**config.mk**
```make
export PLATFORM = sky130hd
export DESIGN_NAME = kf_microseq
export DESIGN_NICKNAME = d
export VERILOG_FILES = /design/src/rtl/kf_microseq.sv
export SDC_FILE = /design/constraint.sdc
export NUM_CORES = 2
export LEC_CHECK = 0
export ABC_AREA = 1
export CORE_UTILIZATION = 40
export CTS_CLUSTER_DIAMETER = 120
export CTS_CLUSTER_SIZE = 14
export DETAILED_ROUTE_END_ITERATION = 7
export PLACE_DENSITY_LB_ADDON = 0.1
export RECOVER_POWER = 50
export SLEW_MARGIN = 15
export SYNTH_ARGS = -nofsm -noshare
export SYNTH_HDL_FRONTEND = slang
export SYNTH_MEMORY_MAX_BITS = 65536
export SYNTH_SLANG_ARGS = --single-unit
```
**constraint.sdc**
```tcl
create_clock -name clk -period 3.26 [get_ports clk]
set_input_delay 0.978 -clock clk [delete_from_list [all_inputs] [get_ports clk]]
set_output_delay 0.978 -clock clk [all_outputs]
set_load 0.005 [all_outputs]
```
**src/rtl/kf_microseq.sv**
```systemverilog
// Microcode sequencer for the Kalman-filter datapath: PC-addressed control store with
// jump, call/return, counted loop, wait-for-continue with timeout, abort and error reporting.
module kf_microseq #(
  parameter int PC_W    = 8,
  parameter int IW      = 16,
  parameter int STACK_D = 4,
  parameter int CNT_W   = 8,
  parameter int TMO_CYC = 1024
) (
  input  logic            clk,
  input  logic            rst_n,
  input  logic            start,
  input  logic [PC_W-1:0] start_addr,
  input  logic            abort,
  input  logic            continue_i,
  input  logic            prog_we,
  input  logic [PC_W-1:0] prog_addr,
  input  logic [IW-1:0]   prog_data,
  output logic            prog_err,
  output logic [IW-1:0]   ctl_word,
  output logic            ctl_valid,
  output logic            ready,
  output logic            done,
  output logic [1:0]      err_code,
  output logic [PC_W-1:0] pc_dbg
);

  if (IW < PC_W + 3) begin : g_bad_iw
    $error("kf_microseq: IW must be at least PC_W+3");
  end
  if (STACK_D < 1) begin : g_bad_stack
    $error("kf_microseq: STACK_D must be at least 1");
  end
  if (CNT_W > PC_W) begin : g_bad_cnt
    $error("kf_microseq: CNT_W must not exceed PC_W");
  end

  localparam int SP_W  = $clog2(STACK_D + 1);
  localparam int SI_W  = (STACK_D > 1) ? $clog2(STACK_D) : 1;
  localparam int TMO_W = (TMO_CYC > 1) ? $clog2(TMO_CYC) : 1;

  localparam logic [0:0] ST_IDLE = 1'b0;
  localparam logic [0:0] ST_RUN  = 1'b1;

  localparam logic [2:0] OP_INC   = 3'b000;
  localparam logic [2:0] OP_WAIT  = 3'b001;
  localparam logic [2:0] OP_HALT  = 3'b010;
  localparam logic [2:0] OP_JMP   = 3'b011;
  localparam logic [2:0] OP_CALL  = 3'b100;
  localparam logic [2:0] OP_RET   = 3'b101;
  localparam logic [2:0] OP_LDCNT = 3'b110;
  localparam logic [2:0] OP_LOOP  = 3'b111;

  localparam logic [1:0] ERR_OVF = 2'b01;
  localparam logic [1:0] ERR_UNF = 2'b10;
  localparam logic [1:0] ERR_TMO = 2'b11;

  logic [IW-1:0]    mem   [2**PC_W];
  logic [PC_W-1:0]  stack [2**SI_W];

  logic [0:0]       state;
  logic [PC_W-1:0]  pc;
  logic [SP_W-1:0]  sp;
  logic [CNT_W-1:0] cnt;
  logic [TMO_W-1:0] tmo;

  logic             running;
  logic [IW-1:0]    instr;
  logic [2:0]       op;
  logic [PC_W-1:0]  tgt;
  logic [PC_W-1:0]  pc_inc;
  logic             sp_full;
  logic             tmo_expired;
  logic             push_en;

  assign running     = (state == ST_RUN);
  assign instr       = mem[pc];
  assign op          = instr[2:0];
  assign tgt         = instr[PC_W+2:3];
  assign pc_inc      = pc + 1'b1;
  assign sp_full     = (sp == SP_W'(STACK_D));
  assign tmo_expired = (TMO_CYC != 0) && (tmo == TMO_W'(TMO_CYC - 1));
  assign push_en     = running && !abort && (op == OP_CALL) && !sp_full;

  assign ctl_word  = instr;
  assign ctl_valid = running && ((op == OP_INC) || (op == OP_WAIT));
  assign ready     = !running;
  assign pc_dbg    = pc;

  // Store and return stack carry no reset; the stack is only ever read below sp.
  always_ff @(posedge clk) begin
    if (prog_we && !running) mem[prog_addr] <= prog_data;
    if (push_en) stack[SI_W'(sp)] <= pc_inc;
  end

  always_ff @(posedge clk or negedge rst_n) begin
    if (!rst_n) begin
      state    <= ST_IDLE;
      pc       <= '0;
      sp       <= '0;
      cnt      <= '0;
      tmo      <= '0;
      err_code <= 2'b00;
      done     <= 1'b0;
      prog_err <= 1'b0;
    end else begin
      done     <= 1'b0;
      prog_err <= prog_we && running;
      tmo      <= '0;
      if (!running) begin
        if (start && !abort) begin
          state    <= ST_RUN;
          pc       <= start_addr;
          err_code <= 2'b00;
          sp       <= '0;
        end
      end else if (abort) begin
        state <= ST_IDLE;
        pc    <= '0;
        done  <= 1'b1;
      end else begin
        case (op)
          OP_INC: pc <= pc_inc;
          OP_WAIT: begin
            // A continue arriving in the final timeout cycle still releases cleanly.
            if (continue_i) begin
              pc <= pc_inc;
            end else if (tmo_expired) begin
              state    <= ST_IDLE;
              pc       <= '0;
              done     <= 1'b1;
              err_code <= ERR_TMO;
            end else begin
              tmo <= tmo + 1'b1;
            end
          end
          OP_HALT: begin
            state <= ST_IDLE;
            pc    <= '0;
            done  <= 1'b1;
          end
          OP_JMP: pc <= tgt;
          OP_CALL: begin
            if (sp_full) begin
              state    <= ST_IDLE;
              pc       <= '0;
              done     <= 1'b1;
              err_code <= ERR_OVF;
            end else begin
              sp <= sp + 1'b1;
              pc <= tgt;
            end
          end
          OP_RET: begin
            if (sp == '0) begin
              state    <= ST_IDLE;
              pc       <= '0;
              done     <= 1'b1;
              err_code <= ERR_UNF;
            end else begin
              sp <= sp - 1'b1;
              pc <= stack[SI_W'(sp - 1'b1)];
            end
          end
          OP_LDCNT: begin
            cnt <= tgt[CNT_W-1:0];
            pc  <= pc_inc;
          end
          OP_LOOP: begin
            if (cnt != '0) begin
              cnt <= cnt - 1'b1;
              pc  <= tgt;
            end else begin
              pc <= pc_inc;
            end
          end
          default: pc <= pc_inc;
        endcase
      end
    end
  end

endmodule

```
; ---- After elaboration in Yosys (flattened, before gate mapping)
; Memories as Yosys holds them, arrays and structs flattened.
; Index checks and enable logic that the tools add are counted.
[word_totals]
mem_bits_rw = 4128
mem_count = 2
reg_bits = 34
word_cells = 106
input_bits = 38
[mem_list]
columns = memory, words, word_bits, rd, rd_clocked_by_memory_dff, wr, line_no
row1 = mem, 256, 16, 1, 0, 1, 58  ; logic [IW-1:0] mem [2**PC_W];
row2 = stack, 4, 8, 1, 0, 1, 59  ; logic [PC_W-1:0] stack [2**SI_W];
[classes]
bitwise_logic = 1
n_eq_ne = 20
n_mux = 49
n_reduce_logical = 21
n_addsub = 5
[op_table]
columns = cell, count
row1 = $mux 8, 9
row2 = $pmux 8 s7, 1
row3 = $mux 10, 5
row4 = $ne 3x3->1 const B, 6
row5 = $mux 1, 17
row6 = $pmux 8 s2, 1
row7 = $eq 3x3->1 const B, 5
row8 = $mux 3, 5
row9 = $mux 2, 7
row10 = $add 10x1->10 const B, 1
row11 = $eq 10x10->1 const B, 1
row12 = $add 8x1->8 const B, 1
row13 = $pmux 1 s4, 2
row14 = $reduce_bool 8->1, 1
row15 = $sub 8x1->8 const B, 1
row16 = $logic_and 1x1->1, 7
row17 = $reduce_and 7->1, 1
row18 = $eq 3x2->1 const B, 2
row19 = $logic_not 3->1, 2
row20 = $pmux 2 s3, 1
row21 = $pmux 3 s2, 1
row22 = $ne 5x5->1 const B, 1
row23 = $reduce_and 5->1, 1
row24 = $ne 2x2->1 const B, 2
row25 = 12 further kinds, 15

; ---- Depth between registers and ports, before layout
[depth]
word_depth = 6
ltp_mapped = 24
ltp_nobuf = 21

; ---- Least setup slack after synthesis
; No wires, ideal clock.
[synth_path]
kind = register -> output
from = reg pc[0] (netlist: pc_dbg[0])
to = out ctl_word[13]
slack_ns = -0.088
stages_incl_launch_ff = 18
required_time_ns = 2.282
t_arrival_ns = 2.370
cell_sequence = dfrtp_1 > buf_6 > inv_4 > buf_6 > buf_6 > buf_6 > buf_6 > buf_6 > buf_6 > buf_2 > nor2_1 > o22ai_1 > nor2_1 > o22ai_1 > nor2_1 > o22ai_1 > nor2_1 > o22ai_1
[synth_between]
elab_chain_len = 1
[synth_rtl]
columns = element, line_no
row1 = "start, declared", 62  ; logic [PC_W-1:0] pc;
row2 = "start signal, assigned", 113  ; pc <= start_addr;
row3 = "start signal, assigned", 123  ; OP_INC: pc <= pc_inc;
row4 = "start signal, assigned", 127  ; pc <= pc_inc;
row5 = $mem_v2 256x16, -
row6 = "end, declared", 20  ; output logic [IW-1:0] ctl_word,
; No other way between the ends.

; ---- Final worst setup path
[layout_path]
from = reg pc[0] (netlist: pc_dbg[0])
to = out ctl_word[11]
; Same word-level chain as after synthesis.

==> key figures <==
Flow run
  – Total of max-cap violations: 24

CTS
  – Reg clk slew, reported paths: around 0.06 ns
  – Clk root buf: clkbuf_16
  – Clk_lat worst skew: just under 1 ns
  – Hold Buf Count CTS: 0
  – H-tree levels: 5
  – CTS tree: yes
  – Clock Tree Buf Depth: 4
  – CTS buffer count: around 340
  – TritonCTS Sinks: 4,162

Timing
  – Minimum clock period: 5.83 ns
  – Hold_ws: 0.467 ns
  – Worst Skew: roughly 0.041 ns
  – Rel. slew slack: -0.943
  – Worst setup margin: -2.57 ns
  – Period utilisation layout: 1.79
  – RSZ-0062 raised after global routing: yes
  – Setup violators final: ~420
  – Max Slew Vio Count: around 1,100
  – Count of final hold-check violations: 0
  – Least-Margin Pin Slew: between 2 and 3 ns
  – Max Freq: between 150 and 200 MHz

Layout
  – Syn-to-layout area delta: 19.9%
  – Ratio of cells with drive above 1 in the final layout: 0.166
  – Finished Layout Cells: 20,000
  – Register area: 125,000 um^2
  – Net count reported at finish: about 14,000
  – Area of the multi-input gates: approximately 39,000 um^2
  – Fillers: about 36,000

Outcome
  – Outcome: finished, violations left
  – Failing checks: capacitance limit, slew limit, setup timing

Logic synthesis
  – Synth warnings: 0
  – Netlist Area Pre-Place: around 170,000 um^2
  – Asr flop ratio synth: 0.00817
  – Dominant cell type by area after synthesis: edfxtp_1
  – Post-Syn Nets: 13,400
  – Most frequent cells after synthesis: edfxtp_1, nand2_1, nor2_1
  – Post-synth EDFFs: roughly 4,100
  – Synth top area cells: edfxtp_1, nand2_1, o21ai_0
  – Distinct cells, synth: 44
  – Main synth FF type: edfxtp_1
  – Synth Instances: 13,300
  – Most frequent cell after synthesis: edfxtp_1
  – Syn_area_per_cell: around 13 um^2
  – Top-area cell type share of the netlist area: 0.743
  – Seq/Total Area, Yosys: 0.748
  – FF+latch count, synth: between 4,000 and 5,000

Global routing
  – GRT Resource Usage Total: 0.268
  – Initial antenna violation count: 32
  – Largest net degree at the start of global routing: 90
  – Vias in the first global route: approximately 110k
  – Grt ovf: 0
  – First-pass GRT wire length: 810 mm

Route
  – DR DRC count: 0
  – Pre-antenna DRT Iters: 6
  – Routed Wire Length: 577 mm
  – Starting DRC count in detailed routing: ~14,000
  – WL per Instance: 28.9 um
  – Vias: 114,000
  – Vias per cell: approximately 5.7
  – Antenna Nets Post-Route: 0

Floorplan
  – Die Span Y: around 650 um
  – Ports: 68
  – Die X: approximately 650 um
  – Initial core utilization: 0.403
  – Core box area: 414,000 um^2
  – Die Footprint: between 400,000 and 500,000 um^2
  – Std cell rows: approximately 240

Min path
  – Hold crit path type: flop to flop

Setup path
  – Critical path arrival: approximately 4.9 ns
  – Crit Path Class: flop to output pin
  – Critical Path End Type: output pin
  – CP max FO: 14
  – Required time worst endpoint: ~2.3 ns
  – Startpoint Class: flop

Placement
  – Post-Place Cells: around 20,000
  – Setup slack at placement: -2.77 ns
  – IO Port Bufs: 67
  – Detailed Place HPWL: about 360 mm
  – Routability cong.: a little under 0.9

Power and ir drop
  – P_leak: 68.1 nW
  – Max VDD drop: between 0.6 and 0.7 mV
  – PwrDens: 904 nW/um^2
==> path summary, 6_finish.rpt <==
path | startpoint | endpoint | slack (ns) | cells past startpoint
setup / recovery | pc_dbg[0]$_DFFE_PN0P_ | ctl_word[11] | -2.57 | 16
hold / removal | tmo[0]$_DFF_PN0_ | tmo[0]$_DFF_PN0_ | 0.47 | 1
setup reg to reg | pc_dbg[0]$_DFFE_PN0P_ | pc_dbg[2]$_DFFE_PN0P_ | -0.96 | 29
hold reg to reg | tmo[0]$_DFF_PN0_ | tmo[0]$_DFF_PN0_ | 0.47 | 1
max in group asynchronous | rst_n | pc_dbg[1]$_DFFE_PN0P_ | 1.01 | 1
min in group asynchronous | rst_n | sp[0]$_DFFE_PN0P_ | 0.67 | 1
==> kinds of logic after synthesis <==
| family | Yosys count | share of synthesized area |
|---|---|---|
| buffers and inverters | 1010 | 0.0297 |
| and+or+nand+nor | 5628 | 0.137 |
| adders and majority gates | 8 | 0.000600 |
| AOI/OAI and AO/OA | 2508 | 0.0826 |
| DFF | 4162 | 0.748 |
| muxes | 13 | 0.000780 |
| xor gates and xnor gates | 12 | 0.000630 |
==> what timing repair did <==
item,CTS,global route
buffers inserted,45,42
gates resized for setup,308,363
pin swaps,40,63
setup endpoints to repair,89,85
gates cloned,22,9
==> through the flow <==
step | cell area, um^2 | setup TNS, ns | power, mW | util
global placement | 187000 | -123.69 | 135 | 0.453
global route | 200000 | -106.72 | 188 | 0.483
finish | 200000 | -95.90 | 181 | 0.483
CTS | 199000 | -105.39 | 177 | 0.480
floorplan | 167000 | -0.240 | 96.1 | -
detailed placement | 187000 | -125.04 | 135 | 0.453
==> worst max-delay path, stage by stage, from the launching register on <==
cell and delay [ns]:
dfrtp_4 0.52, buf_12 0.16, clkinv_16 0.09, buf_16 0.18, buf_6 0.20, buf_4 0.17, o21ai_0 0.08, o22ai_1 0.13
nor2_1 0.10, o32ai_4 0.47, o21ai_1 0.18, o22ai_4 0.32, buf_4 0.18, nor2_2 0.08, o21ai_4 0.35, buf_6 0.15
clkdlybuf4s50_1 0.49
==> sequential cells by signal, summed over array words and instances (netlist names) <==
signal	cells
mem	4096
stack	32
tmo	10
cnt	8
pc_dbg	8
sp	3
err_code	2
done	1
prog_err	1
running	1
==> power breakdown <==
part           leakage [nW]  internal [mW]  switching, mW  total (mW)
Clock                  4.38           18.8           18.5        37.4
Combinational          26.2           30.2           53.8        84.0
Sequential             37.5           59.2          0.292        59.5
==> final cells by class <==
class / count / share of cell area
diodes: 20 / 0.000250
clock inverters: 15 / 0.000970
inverters: 81 / 0.00201
repair inverters: 2 / 0.000125
well taps: 5474 / 0.0343
multi-input cells: 8169 / 0.197
repair buffers: 1672 / 0.0974
flip-flops and latches: 4162 / 0.624
clock buffers: 382 / 0.0438
==> placed cells by master, fill, tap and decap left out, types with 19 or more instances in the layout <==
cell type / netlist / final
o22ai_2: 0 / 43
nor2_2: 3 / 88
clkbuf_2: 1 / 68
nand2_2: 5 / 44
diode_2: 0 / 20
nand2_1: 2449 / 2399
buf_16: 0 / 44
a211oi_1: 60 / 52
o21ai_0: 1431 / 1391
dfrtp_1: 34 / 27
buf_8: 0 / 19
nor2_1: 1827 / 1739
o22ai_1: 711 / 661
buf_4: 119 / 909
o21ai_1: 40 / 68
nand3_1: 1315 / 1137
buf_6: 39 / 83
edfxtp_1: 4128 / 4128
nand3_2: 1 / 138
clkbuf_16: 0 / 353
o211ai_1: 22 / 22
nand3_4: 0 / 41
clkdlybuf4s50_1: 0 / 39
a21oi_1: 207 / 196
clkbuf_1: 377 / 81
inv_1: 70 / 66
buf_12: 0 / 427
==> per-layer routing <==
| layer | routed length, um | GRT usage | up-vias |
|---|---|---|---|
| met1 | 251000 | 0.390 | 58200 |
| met2 | 265000 | 0.422 | 4849 |
| met4 | 17200 | 0.0717 | 2 |
| met5 | 8 | 0 | - |
| met3 | 44400 | 0.0386 | 680 |
| li1 | - | - | 50500 |
No activity file was read; power rests on OpenSTA's default activity.
